### config.mk
export PLATFORM = sky130hd
export DESIGN_NAME = etc_vehicle_emulator_flat
export DESIGN_NICKNAME = d
export VERILOG_FILES = /design/src/rtl/etc_pkg.sv /design/src/rtl/etc_vehicle_emulator_if.sv /design/src/rtl/etc_mm_stepper.sv /design/src/rtl/etc_vehicle_emulator.sv /design/src/flat_wrapper.sv
export SDC_FILE = /design/constraint.sdc
export NUM_CORES = 1
export LEC_CHECK = 0
export ABC_AREA = 1
export BUFFER_PORTS_ARGS = -buffer_cell sky130_fd_sc_hd__buf_4
export CAP_MARGIN = 40
export CORE_MARGIN = 10
export CORE_UTILIZATION = 50
export CTS_CLUSTER_SIZE = 24
export DETAILED_ROUTE_END_ITERATION = 10
export PLACE_DENSITY = 0.73
export SLEW_MARGIN = 40
export SYNTH_ARGS = -nofsm -noshare
export SYNTH_HDL_FRONTEND = slang
export SYNTH_SLANG_ARGS = --single-unit
### constraint.sdc
create_clock -name clk -period 3.95 [get_ports clk]
set_clock_uncertainty 0.05 [all_clocks]
set_input_delay 0.5925 -clock clk [delete_from_list [all_inputs] [get_ports clk]]
set_output_delay 0.5925 -clock clk [all_outputs]
set_load 0.02 [all_outputs]
### src/rtl/etc_pkg.sv
// rtl/etc_pkg.sv - shared ETC lane constants, FSM encoding and window helper
//
// Purpose: constants and types shared by the vehicle emulator and the ETC
//   receiver, so both sides of the lane agree on sensor placement and on the
//   clock/speed/distance scaling.
// Ports: none (package).
package etc_pkg;

  localparam int WIDTH_SPEED = 14;
  localparam int WIDTH_POS   = 16;
  // clocks * km/h per mm at 50 MHz: 50e6 * 3.6 / 1000
  localparam int MM_DIV      = 180000;
  localparam int D2_MM       = 4800;
  localparam int D3_MM       = 12000;
  localparam int VEH_LEN_MM  = 1440;
  localparam int STOP_MM     = 500;

  typedef enum logic {
    ST_IDLE = 1'b0,
    ST_RUN  = 1'b1
  } etc_state_e;

  // True while the vehicle front lies within the window [lo, lo+len).
  function automatic logic in_window(input int unsigned pos,
                                     input int unsigned lo,
                                     input int unsigned len);
    return (pos >= lo) && (pos < lo + len);
  endfunction

endpackage

### src/rtl/etc_vehicle_emulator_if.sv
// rtl/etc_vehicle_emulator_if.sv - command and lane-sensor bundle of the vehicle emulator
//
// Purpose: groups the pass command inputs and the emulated lane outputs.
// Signals:
//   start, speed_kmh, has_epass  command side (driven by master)
//   barrier                      barrier open flag, only with ETC_GEN_BARRIER_STOP_EN
//   sensor1..3, valid_Epass      emulated lane sensors (driven by slave)
//   busy, done                   pass status (driven by slave)
// Modports: master = command source, slave = emulator.
interface etc_vehicle_emulator_if #(
  parameter int WIDTH_SPEED = etc_pkg::WIDTH_SPEED
);

  logic                   start;
  logic [WIDTH_SPEED-1:0] speed_kmh;
  logic                   has_epass;
`ifdef ETC_GEN_BARRIER_STOP_EN
  logic                   barrier;
`endif
  logic                   sensor1;
  logic                   sensor2;
  logic                   sensor3;
  logic                   valid_Epass;
  logic                   busy;
  logic                   done;

`ifdef ETC_GEN_BARRIER_STOP_EN
  modport master (output start, speed_kmh, has_epass, barrier,
                  input  sensor1, sensor2, sensor3, valid_Epass, busy, done);
  modport slave  (input  start, speed_kmh, has_epass, barrier,
                  output sensor1, sensor2, sensor3, valid_Epass, busy, done);
`else
  modport master (output start, speed_kmh, has_epass,
                  input  sensor1, sensor2, sensor3, valid_Epass, busy, done);
  modport slave  (input  start, speed_kmh, has_epass,
                  output sensor1, sensor2, sensor3, valid_Epass, busy, done);
`endif

endinterface

### src/rtl/etc_mm_stepper.sv
// rtl/etc_mm_stepper.sv - phase accumulator turning a speed into 1 mm step strobes
//
// Purpose: adds spd every enabled clock; each time the sum crosses MM_DIV
//   one millimetre of travel has elapsed and mm_step is asserted for that
//   cycle. Average step period is MM_DIV/spd clocks without a divider.
// Ports:
//   clk, reset_n  clock, asynchronous active-low reset
//   spd           speed in km/h (must stay below MM_DIV)
//   enable        advance the accumulator this cycle
//   clear         zero the accumulator (has priority over enable)
//   mm_step       combinational strobe, high in a cycle that completes 1 mm
module etc_mm_stepper #(
  parameter int WIDTH_SPEED = etc_pkg::WIDTH_SPEED,
  parameter int MM_DIV      = etc_pkg::MM_DIV
) (
  input  logic                   clk,
  input  logic                   reset_n,
  input  logic [WIDTH_SPEED-1:0] spd,
  input  logic                   enable,
  input  logic                   clear,
  output logic                   mm_step
);

  // Residue stays below MM_DIV and spd adds less than MM_DIV, so the
  // sum never overflows this width.
  localparam int ACC_W = WIDTH_SPEED + 18;

  logic [ACC_W-1:0] acc;
  logic [ACC_W-1:0] sum;

  assign sum     = acc + ACC_W'(spd);
  assign mm_step = enable && (sum >= ACC_W'(MM_DIV));

  always_ff @(posedge clk or negedge reset_n) begin
    if (!reset_n) begin
      acc <= '0;
    end else if (clear) begin
      acc <= '0;
    end else if (enable) begin
      acc <= mm_step ? (sum - ACC_W'(MM_DIV)) : sum;
    end
  end

endmodule

### src/rtl/etc_vehicle_emulator.sv
// rtl/etc_vehicle_emulator.sv - vehicle emulator producing ETC lane sensor timing from a speed
//
// Purpose: on start, latches speed and E-pass presence, then moves a virtual
//   vehicle front through the lane 1 mm at a time and raises each loop sensor
//   while the vehicle covers it. Pulses done when the rear clears sensor3.
// Optional feature: ETC_GEN_BARRIER_STOP_EN adds the barrier input; the
//   vehicle waits STOP_MM before sensor3 until the barrier opens.
// Ports:
//   clk      system clock
//   reset_n  asynchronous active-low reset, aborts a pass without done
//   bus      etc_vehicle_emulator_if.slave (command in, sensors/status out)
module etc_vehicle_emulator
  import etc_pkg::*;
#(
  parameter int WIDTH_SPEED = etc_pkg::WIDTH_SPEED,
  parameter int WIDTH_POS   = etc_pkg::WIDTH_POS,
  parameter int MM_DIV      = etc_pkg::MM_DIV,
  parameter int D2_MM       = etc_pkg::D2_MM,
  parameter int D3_MM       = etc_pkg::D3_MM,
  parameter int VEH_LEN_MM  = etc_pkg::VEH_LEN_MM
`ifdef ETC_GEN_BARRIER_STOP_EN
  , parameter int STOP_MM   = etc_pkg::STOP_MM
`endif
) (
  input  logic                  clk,
  input  logic                  reset_n,
  etc_vehicle_emulator_if.slave bus
);

  localparam logic [WIDTH_POS-1:0] END_POS = WIDTH_POS'(D3_MM + VEH_LEN_MM);

  etc_state_e             state, state_next;
  logic [WIDTH_POS-1:0]   pos, pos_next;
  logic [WIDTH_SPEED-1:0] spd;
  logic                   epass, epass_next;
  logic                   accept, finish, stall, step_en, mm_step;
  logic                   busy_next, s1_next, s2_next, s3_next, valid_next;
  logic                   sensor1_q, sensor2_q, sensor3_q, valid_q, busy_q, done_q;

  assign accept  = (state == ST_IDLE) && bus.start && (bus.speed_kmh != '0);

`ifdef ETC_GEN_BARRIER_STOP_EN
  localparam logic [WIDTH_POS-1:0] STOP_POS = WIDTH_POS'(D3_MM - STOP_MM);
  // Only the exact stop point waits; once past it the barrier is irrelevant.
  assign stall = (pos == STOP_POS) && !bus.barrier;
`else
  assign stall = 1'b0;
`endif

  assign step_en = (state == ST_RUN) && !stall;

  etc_mm_stepper #(
    .WIDTH_SPEED (WIDTH_SPEED),
    .MM_DIV      (MM_DIV)
  ) u_stepper (
    .clk     (clk),
    .reset_n (reset_n),
    .spd     (spd),
    .enable  (step_en),
    .clear   (accept),
    .mm_step (mm_step)
  );

  always_comb begin
    pos_next = pos;
    if (accept) begin
      pos_next = '0;
    end else if (mm_step) begin
      pos_next = pos + WIDTH_POS'(1);
    end
  end

  assign finish = (state == ST_RUN) && (pos_next == END_POS);

  // State register
  always_ff @(posedge clk or negedge reset_n) begin
    if (!reset_n) begin
      state <= ST_IDLE;
    end else begin
      state <= state_next;
    end
  end

  // Next-state logic
  always_comb begin
    state_next = state;
    case (state)
      ST_IDLE: if (accept) state_next = ST_RUN;
      ST_RUN:  if (finish) state_next = ST_IDLE;
      default: state_next = ST_IDLE;
    endcase
  end

  // Output logic: sensors are decoded from the next position so they change
  // on the same edge as the position they reflect.
  always_comb begin
    busy_next  = (state_next == ST_RUN);
    epass_next = accept ? bus.has_epass : epass;
    s1_next    = busy_next && in_window(32'(pos_next), 0, VEH_LEN_MM);
    s2_next    = busy_next && in_window(32'(pos_next), D2_MM, VEH_LEN_MM);
    s3_next    = busy_next && in_window(32'(pos_next), D3_MM, VEH_LEN_MM);
    valid_next = s2_next && epass_next;
  end

  always_ff @(posedge clk or negedge reset_n) begin
    if (!reset_n) begin
      pos       <= '0;
      spd       <= '0;
      epass     <= 1'b0;
      sensor1_q <= 1'b0;
      sensor2_q <= 1'b0;
      sensor3_q <= 1'b0;
      valid_q   <= 1'b0;
      busy_q    <= 1'b0;
      done_q    <= 1'b0;
    end else begin
      pos       <= pos_next;
      epass     <= epass_next;
      if (accept) begin
        spd <= bus.speed_kmh;
      end
      sensor1_q <= s1_next;
      sensor2_q <= s2_next;
      sensor3_q <= s3_next;
      valid_q   <= valid_next;
      busy_q    <= busy_next;
      done_q    <= finish;
    end
  end

  assign bus.sensor1     = sensor1_q;
  assign bus.sensor2     = sensor2_q;
  assign bus.sensor3     = sensor3_q;
  assign bus.valid_Epass = valid_q;
  assign bus.busy        = busy_q;
  assign bus.done        = done_q;

endmodule
### src/flat_wrapper.sv
// flat-port wrapper written by rule: the top's interface ports become plain ports
module etc_vehicle_emulator_flat import etc_pkg::*;
#(
  parameter int WIDTH_SPEED = etc_pkg::WIDTH_SPEED,
  parameter int WIDTH_POS   = etc_pkg::WIDTH_POS,
  parameter int MM_DIV      = etc_pkg::MM_DIV,
  parameter int D2_MM       = etc_pkg::D2_MM,
  parameter int D3_MM       = etc_pkg::D3_MM,
  parameter int VEH_LEN_MM  = etc_pkg::VEH_LEN_MM

)
  (clk, reset_n, bus_start, bus_speed_kmh, bus_has_epass, bus_sensor1, bus_sensor2, bus_sensor3, bus_valid_Epass, bus_busy, bus_done);
  etc_vehicle_emulator_if #(.WIDTH_SPEED(WIDTH_SPEED)) bus_i ();
  input  logic clk;
  input  logic reset_n;
  input wire logic [$bits(bus_i.start)-1:0] bus_start;
  input wire logic [$bits(bus_i.speed_kmh)-1:0] bus_speed_kmh;
  input wire logic [$bits(bus_i.has_epass)-1:0] bus_has_epass;
  output wire logic [$bits(bus_i.sensor1)-1:0] bus_sensor1;
  output wire logic [$bits(bus_i.sensor2)-1:0] bus_sensor2;
  output wire logic [$bits(bus_i.sensor3)-1:0] bus_sensor3;
  output wire logic [$bits(bus_i.valid_Epass)-1:0] bus_valid_Epass;
  output wire logic [$bits(bus_i.busy)-1:0] bus_busy;
  output wire logic [$bits(bus_i.done)-1:0] bus_done;
  assign bus_i.start = bus_start;
  assign bus_i.speed_kmh = bus_speed_kmh;
  assign bus_i.has_epass = bus_has_epass;
  assign bus_sensor1 = bus_i.sensor1;
  assign bus_sensor2 = bus_i.sensor2;
  assign bus_sensor3 = bus_i.sensor3;
  assign bus_valid_Epass = bus_i.valid_Epass;
  assign bus_busy = bus_i.busy;
  assign bus_done = bus_i.done;
  etc_vehicle_emulator #(.WIDTH_SPEED(WIDTH_SPEED), .WIDTH_POS(WIDTH_POS), .MM_DIV(MM_DIV), .D2_MM(D2_MM), .D3_MM(D3_MM), .VEH_LEN_MM(VEH_LEN_MM)) u_core (.clk(clk), .reset_n(reset_n), .bus(bus_i));
endmodule
==> run_results.csv, run 1 <==
group,metric,value,unit
outcome,outcome,"finished clean",
final_layout,register_area,1730,um^2
synthesis,synth.avg_cell_area,6.11,um^2
synthesis,synth_xor_area_frac,0.0233,
synthesis,synth_compound_area_frac,0.0781,
sta,layout_min_cycle_time,3.69,ns
setup_path,crit_arrival,3.88,ns
routing,num_vias,6287,
sta,worst_pin_slew,0.695,ns
grt,antenna_found_initial,0,
setup_path,start_kind,"register",
sta,hold_slack,0.182,ns
routing,viasPerCell,5.37,
sta,drv_slew,0,
placement,io_buffer_count,23,
sta,setup_violations,0,
power,p_int,2.73,mW
power,pwr-share-comb,0.632,
grt,globalRoute.totalOverflow,0,
power,p_sw,3.01,mW
synthesis,synthDistinctLibCells,43,
setup_path,crit_fanout,6,
setup_path,cp.required,4.13,ns
sta,min_period_over_period,0.935,
power,clock_power_share,0.146,
cts,cts.reportedPaths.clkPinSlew,0.06,ns
synthesis,synth_top_family_by_area,"simple AND/OR/NAND/NOR gates",
synthesis,yosys_most_used_dff,"dfrtp_1",
grt,first_global_vias,5773,
cts,clk-insertion-delay-late,0.35,ns
power,p_seq_frac,0.222,
floorplan,io_pins,24,
floorplan,die_h,130,um
final_layout,syn_to_final_growth,14.5,%
cts,cts_root_buf,"clkbuf_16",
floorplan,rows,39,
final_layout,drive_gt1_frac,0.156,
placement,place_hpwl,13.7,mm
final_layout,antenna_cells,0,
synthesis,yosysWarnings,0,
grt,track_usage,0.217,
power,switching_share,0.524,
cts,htreeDepth,3,
synthesis,synth_edf_count,0,
placement,pre_cts_ws,0.0943,ns
setup_path,cpLargestDelayFamily,"simple AND/OR/NAND/NOR gates",
routing,remaining_drc_errors,0,
routing,routed_wirelength,17.8,mm
sta,hold_viol_final,0,
routing,drt_iter0_drc,537,
sta,fmax,271,MHz
routing,drt_pass1_iterations,5,
sta,finalSetupTns,0,ns
cts,cts_hold_buf,0,
sta,relSlewSlack,0.534,
cts,clock_path_buffers,2,
floorplan,dieWidth,130,um
synthesis,synth_fa_ha_area_frac,0.0367,
floorplan,core_area,11600,um^2
cts,cts_sinks,69,
grt,grt_pass1_wl,28.8,mm
setup_path,path_buf_inv,4,
synthesis,yosys-mux-area-fraction,0,
setup_path,crit_path_end_kind,"register",
setup_path,worst_path_max_delay_cell,"fa_2",
final_layout,fillers,1151,
floorplan,dieArea,16800,um^2
final_layout,multi_input_area,3770,um^2
setup_path,path_class,"reg2reg",
run,drv_cap,0,
synthesis,syn_area,6010,um^2
routing,wire_per_inst,15.2,um
routing,antenna_left,0,
power,leakagePower,3.65,nW
cts,cts_tree,"done",
synthesis,synthSimpleGateAreaFrac,0.464,
final_layout,fin_nets,1058,
synthesis,ys_seq_elements,69,
power,cellPowerDensity,834,nW/um^2
synthesis,netlist_instances,984,
synthesis,async_reset_ff_frac,1.00,
min_path,hp-class,"in2async",
power,power,5.73,mW
floorplan,initial_core_util,0.517,
synthesis,syn_nets,1019,
power,ir_worst_vdd,443,uV
synthesis,synth_seq_area_share,0.287,
grt,grt_start_max_net_pins,70,
cts,cts_made_buffers,9,
setup_path,cp_common_cell,"nand2_1",
placement,gp_congestion,0.987,
setup_path,critical_path.max_stage_delay,0.36,ns
sta,fin_ws,0.256,ns
==> cell usage after synthesis (2+ instances only) <==
cell / instances / area share
inv_1: 136 / 0.085
xor2_1: 13 / 0.019
nand2_2: 27 / 0.028
nand3_1: 93 / 0.077
nor3_1: 19 / 0.016
ha_1: 16 / 0.033
a21oi_1: 22 / 0.018
a22o_1: 2 / 0.0029
clkinv_1: 2 / 0.0012
inv_2: 17 / 0.011
o22ai_1: 12 / 0.012
nor2_1: 84 / 0.052
nand3_2: 7 / 0.012
nor2_2: 18 / 0.019
clkbuf_1: 8 / 0.0050
dfrtp_1: 69 / 0.29
or2_1: 2 / 0.0021
nor3_2: 3 / 0.0050
xnor2_1: 3 / 0.0044
buf_2: 4 / 0.0033
nand3b_1: 6 / 0.0075
buf_4: 2 / 0.0025
nor4_1: 5 / 0.0052
nand2_1: 344 / 0.21
nand4_1: 16 / 0.017
o21ai_0: 37 / 0.031
==> registers in the layout, summed over array words and instances, names as in the netlist <==
| name | cells |
|---|---|
| u_core.pos | 16 |
| u_core.u_stepper.acc | 32 |
| u_core.bus.done | 1 |
| u_core.spd | 14 |
| u_core.bus.valid_Epass | 1 |
| u_core.epass | 1 |
| u_core.state | 1 |
| u_core.bus.sensor2 | 1 |
| u_core.bus.sensor1 | 1 |
| u_core.bus.sensor3 | 1 |
==> per-layer routing <==
layer | wire length [um] | GRT usage | share of wire | vias to the layer above
met5 | 0 | 0 | 0 | -
met4 | 360 | 0.0813 | 0.020 | 0
met3 | 1420 | 0.0506 | 0.080 | 23
met2 | 7680 | 0.322 | 0.43 | 235
met1 | 8340 | 0.299 | 0.47 | 2827
li1 | - | - | - | 3202
==> power groups by stage <==
stage,clock [mW],combinational (mW),sequential [mW]
after global placement,0,3.34,1.27
final,0.836,3.62,1.27
after floorplan,0,2.56,1.18
after CTS,0.850,3.38,1.26
after detailed placement,0,3.35,1.27
after global routing,0.880,4.11,1.31
==> logic make-up (layout without fill, tap and decap cells) <==
family                   after synthesis  in the layout
adder cells (fa/ha/maj)               17             17
AO/OA/AOI/OAI                         82             82
AND/OR/NAND/NOR                      629            633
buffers and inverters                171            211
flip-flops                            69             69
XOR/XNOR                              16             16
==> stage by stage <==
step,util,instances,cell area [um^2]
floorplan,-,984,6010
global placement,0.547,1143,6350
detailed placement,0.547,1143,6350
CTS,0.573,1159,6660
global route,0.592,1171,6880
finish,0.592,1171,6880
==> layout make-up <==
class                           instances  share of cell area
Multi-Input combinational cell        748               0.549
Sequential cell                        69               0.251
Inverter                              155              0.0853
Timing Repair Buffer                   40              0.0442
Clock buffer                            9              0.0328
Tap cell                              143              0.0260
Clock inverter                          7              0.0116
==> path summary, 6_finish.rpt <==
path                       slack, ns                             endpoint  cells after the start                                start
setup / recovery                0.26     u_core.bus.valid_Epass$_DFF_PN0_                     29  u_core.u_stepper.acc[0]$_DFFE_PN0P_
hold / removal                  0.18  u_core.u_stepper.acc[6]$_DFFE_PN0P_                      1                              reset_n
setup reg to reg                0.26     u_core.bus.valid_Epass$_DFF_PN0_                     29  u_core.u_stepper.acc[0]$_DFFE_PN0P_
hold reg to reg                 0.44  u_core.u_stepper.acc[8]$_DFFE_PN0P_                      2  u_core.u_stepper.acc[8]$_DFFE_PN0P_
max in group asynchronous       3.20         u_core.bus.sensor2$_DFF_PN0_                      1                              reset_n
min in group clk                0.40            u_core.spd[4]$_DFFE_PN0P_                      3                     bus_speed_kmh[4]
==> placed cells by master (no fill, tap or decap), drive strengths merged <==
cell type,netlist,layout
o221ai,1,1
xor2,13,13
o31ai,1,1
ha,16,16
o22ai,12,12
a31oi,1,1
clkinvlp,0,2
clkbuf,8,9
nor3,22,22
inv,153,156
or2,3,3
a22o,2,2
buf,8,40
o21bai,1,1
clkinv,2,3
fa,1,1
nor4,5,5
bufinv,0,1
o211ai,1,1
a32oi,1,1
a32o,1,1
o21ai,37,37
nor2,103,103
dfrtp,69,69
nand2,372,374
and3,1,1
nand3b,6,6
nand4,16,16
nand3,101,103
a21oi,24,24
xnor2,3,3
==> repair_timing <==
action,4_1_cts,5_1_grt
gates resized for setup,0,31
hold endpoints to repair,0,0
buffers inserted,0,8
setup endpoints to repair,0,21
Power figures use the tool's default switching activity.
==> run 2: changes to the inputs <==
SYNTH_HIERARCHICAL = 1   (was default)
==> run_results.csv, run 2 <==
group,metric,value,unit
synthesis,async_reset_ff_frac,1.00,
synthesis,synth_top_cell_area_share,0.265,
power,pwr-share-comb,0.700,
final_layout,antenna_cells,0,
synthesis,synth_top_family_by_area,"simple AND/OR/NAND/NOR gates",
cts,cts_made_buffers,9,
power,cellPowerDensity,875,nW/um^2
placement,dp.cells,1312,
cts,cts_root_buf,"clkbuf_16",
cts,cts.reportedPaths.clkPinSlew,0.06,ns
placement,io_buffer_count,23,
setup_path,r2r-end,"u_core/bus.valid_Epass$_DFF_PN0_",
sta,setup_violations,0,
sta,relSlewSlack,0.564,
sta,worst_pin_slew,0.654,ns
synthesis,synth_compound_area_frac,0.0415,
floorplan,core_area,12700,um^2
routing,routed_wirelength,20.5,mm
power,ir_worst_vdd,385,uV
power,p_int,3.42,mW
final_layout,top_regs,"u_core/u_stepper/acc x32, u_core/pos x16, u_core/spd x14",
synthesis,synth_xor_area_frac,0.0282,
synthesis,synth.avg_cell_area,6.02,um^2
min_path,hp-class,"in2async",
routing,wire_per_inst,15.1,um
final_layout,drive_gt1_frac,0.247,
floorplan,rows,41,
synthesis,synth_area_leaders,"dfrtp_1 (26%), nand2_1 (26%), nand3_1 (8.5%)",
routing,num_vias,7273,
setup_path,path_buf_inv,0,
setup_path,crit_arrival,4.10,ns
placement,gp_congestion,0.938,
setup_path,r2r_cells,27,
grt,globalRoute.totalOverflow,0,
setup_path,start_kind,"register",
sta,drv_slew,0,
cts,cts_sinks,69,
floorplan,dieArea,18000,um^2
sta,hold_slack,0.213,ns
routing,remaining_drc_errors,0,
final_layout,layoutNonFillerInstCount,1355,
placement,place_hpwl,14.5,mm
floorplan,initial_core_util,0.514,
setup_path,path_class,"reg2reg",
floorplan,io_pins,24,
run,drv_cap,0,
cts,clk-insertion-delay-late,0.34,ns
synthesis,yosys_most_used_dff,"dfrtp_1",
sta,rsz0062_at_grt,"true",
routing,drt_iter0_drc,628,
setup_path,r2r-start,"u_core/spd[3]$_DFFE_PN0N_",
power,switching_share,0.526,
setup_path,critical_path.max_stage_delay,0.43,ns
final_layout,final_cell_mix,"nand2_1 (418), inv_1 (129), nand3_1 (103), buf_4 (98), nor2_1 (71)",
setup_path,crit_fanout,9,
final_layout,final_core_util,0.650,
grt,track_usage,0.216,
routing,viasPerCell,5.37,
grt,antenna_found_initial,0,
outcome,outcome,"finished clean",
synthesis,yosys-mux-area-fraction,0,
synthesis,synthDistinctLibCells,39,
final_layout,syn_to_final_growth,26.4,%
final_layout,final_common_cell,"nand2_1",
final_layout,register_area,1730,um^2
sta,fmax,255,MHz
sta,min_period_over_period,0.994,
setup_path,crit_path_end_kind,"register",
floorplan,die_h,134,um
setup_path,crit_end,"u_core/bus.valid_Epass$_DFF_PN0_",
setup_path,path_depth,27,
synthesis,synth_edf_count,0,
routing,drt_pass1_iterations,7,
final_layout,fin_area,8240,um^2
floorplan,dieWidth,134,um
sta,layout_min_cycle_time,3.93,ns
power,power,7.21,mW
power,leakagePower,4.36,nW
synthesis,synth_seq_area_share,0.265,
setup_path,crit_path_start,"u_core/spd[3]$_DFFE_PN0N_",
power,clock_power_share,0.116,
setup_path,r2r_slack,0.02,ns
synthesis,syn_nets,1117,
synthesis,synth_common_cells,"nand2_1 (456), inv_1 (132), nand3_1 (111), nor2_1 (85), dfrtp_1 (69)",
final_layout,largest_register_ffs,32,
final_layout,regMostFlops,"u_core/u_stepper/acc",
final_layout,fillers,1135,
cts,htreeDepth,3,
synthesis,yosysWarnings,6,
final_layout,multi_input_area,4650,um^2
setup_path,cp.required,4.12,ns
synthesis,synth_fa_ha_area_frac,0.0338,
synthesis,netlist_instances,1082,
cts,clock_path_buffers,2,
grt,grt_pass1_wl,32.0,mm
synthesis,synth_largest_area_cell,"dfrtp_1",
placement,dpl_cell_area,7200,um^2
setup_path,worst_path_max_delay_cell,"dfrtp_1",
synthesis,synthSimpleGateAreaFrac,0.530,
synthesis,ys_seq_elements,69,
routing,antenna_left,0,
cts,cts_tree,"done",
power,p_sw,3.79,mW
grt,grt_start_max_net_pins,70,
setup_path,cpLargestDelayFamily,"simple AND/OR/NAND/NOR gates",
synthesis,syn_area,6520,um^2
synthesis,yosysMostFrequentCell,"nand2_1",
sta,hold_viol_final,0,
power,p_seq_frac,0.184,
grt,first_global_vias,6629,
final_layout,fin_nets,1213,
==> run 2: through the flow <==
stage / setup slack (ns) / setup TNS (ns)
final: 0.0238 / 0
after global routing: -0.246 / -1.15
after CTS: 0.00618 / 0
after detailed placement: -0.113 / -0.349
after global placement: -0.0340 / -0.0707
after floorplan: 0.0205 / 0
==> run 2: kinds of logic (layout without fill, tap and decap cells) <==
kind of cell	count (synthesis)	count (layout)
AOI/OAI and AO/OA	45	45
xor gates and xnor gates	21	21
adders and majority gates	17	17
buffers and inverters	162	262
DFF	69	69
and+or+nand+nor	768	769
==> run 2: final cells by class <==
class	count	share of cell area
multi-input cells	852	0.565
flip-flops and latches	69	0.210
repair buffers	103	0.0972
inverters	143	0.0657
clock buffers	9	0.0273
well taps	172	0.0261
clock inverters	7	0.00896
==> run 2: routing by layer <==
layer	track usage	up-vias	part of all wire
li1	-	3573	-
met1	0.290	3323	0.43
met2	0.348	336	0.47
met3	0.0400	41	0.089
met4	0.0556	0	0.018
met5	0	-	0
==> run 2: how the worst min path moves through the flow <==
stage	startpoint	end	slack, ns
floorplan	reset_n	u_core/bus.busy$_DFF_PN0_	0.25
finish	reset_n	u_core/pos[2]$_DFF_PN0_	0.21
CTS	reset_n	u_core/pos[3]$_DFF_PN0_	0.25
detailed placement	u_core/u_stepper/acc[7]$_DFFE_PN0P_	u_core/u_stepper/acc[7]$_DFFE_PN0P_	0.42
global placement	u_core/u_stepper/acc[11]$_DFFE_PN0P_	u_core/u_stepper/acc[11]$_DFFE_PN0P_	0.42
global route	reset_n	u_core/pos[2]$_DFF_PN0_	0.27
==> run 2: repair_timing <==
action                     CTS  global route
buffers inserted            15            11
setup endpoints to repair    6             6
hold endpoints to repair     0             0
pin swaps                   15            41
gates cloned                 0             1
gates resized for setup     27            96
hold buffers                 0             0
==> run 2: power groups by stage <==
stage	combinational, mW	sequential (mW)	clock (mW)
2_1_floorplan	2.93	1.17	0
3_3_place_gp	4.00	1.26	0
3_5_place_dp	4.04	1.27	0
4_1_cts	4.33	1.28	0.844
5_1_grt	5.55	1.35	0.875
6_report	5.05	1.33	0.833
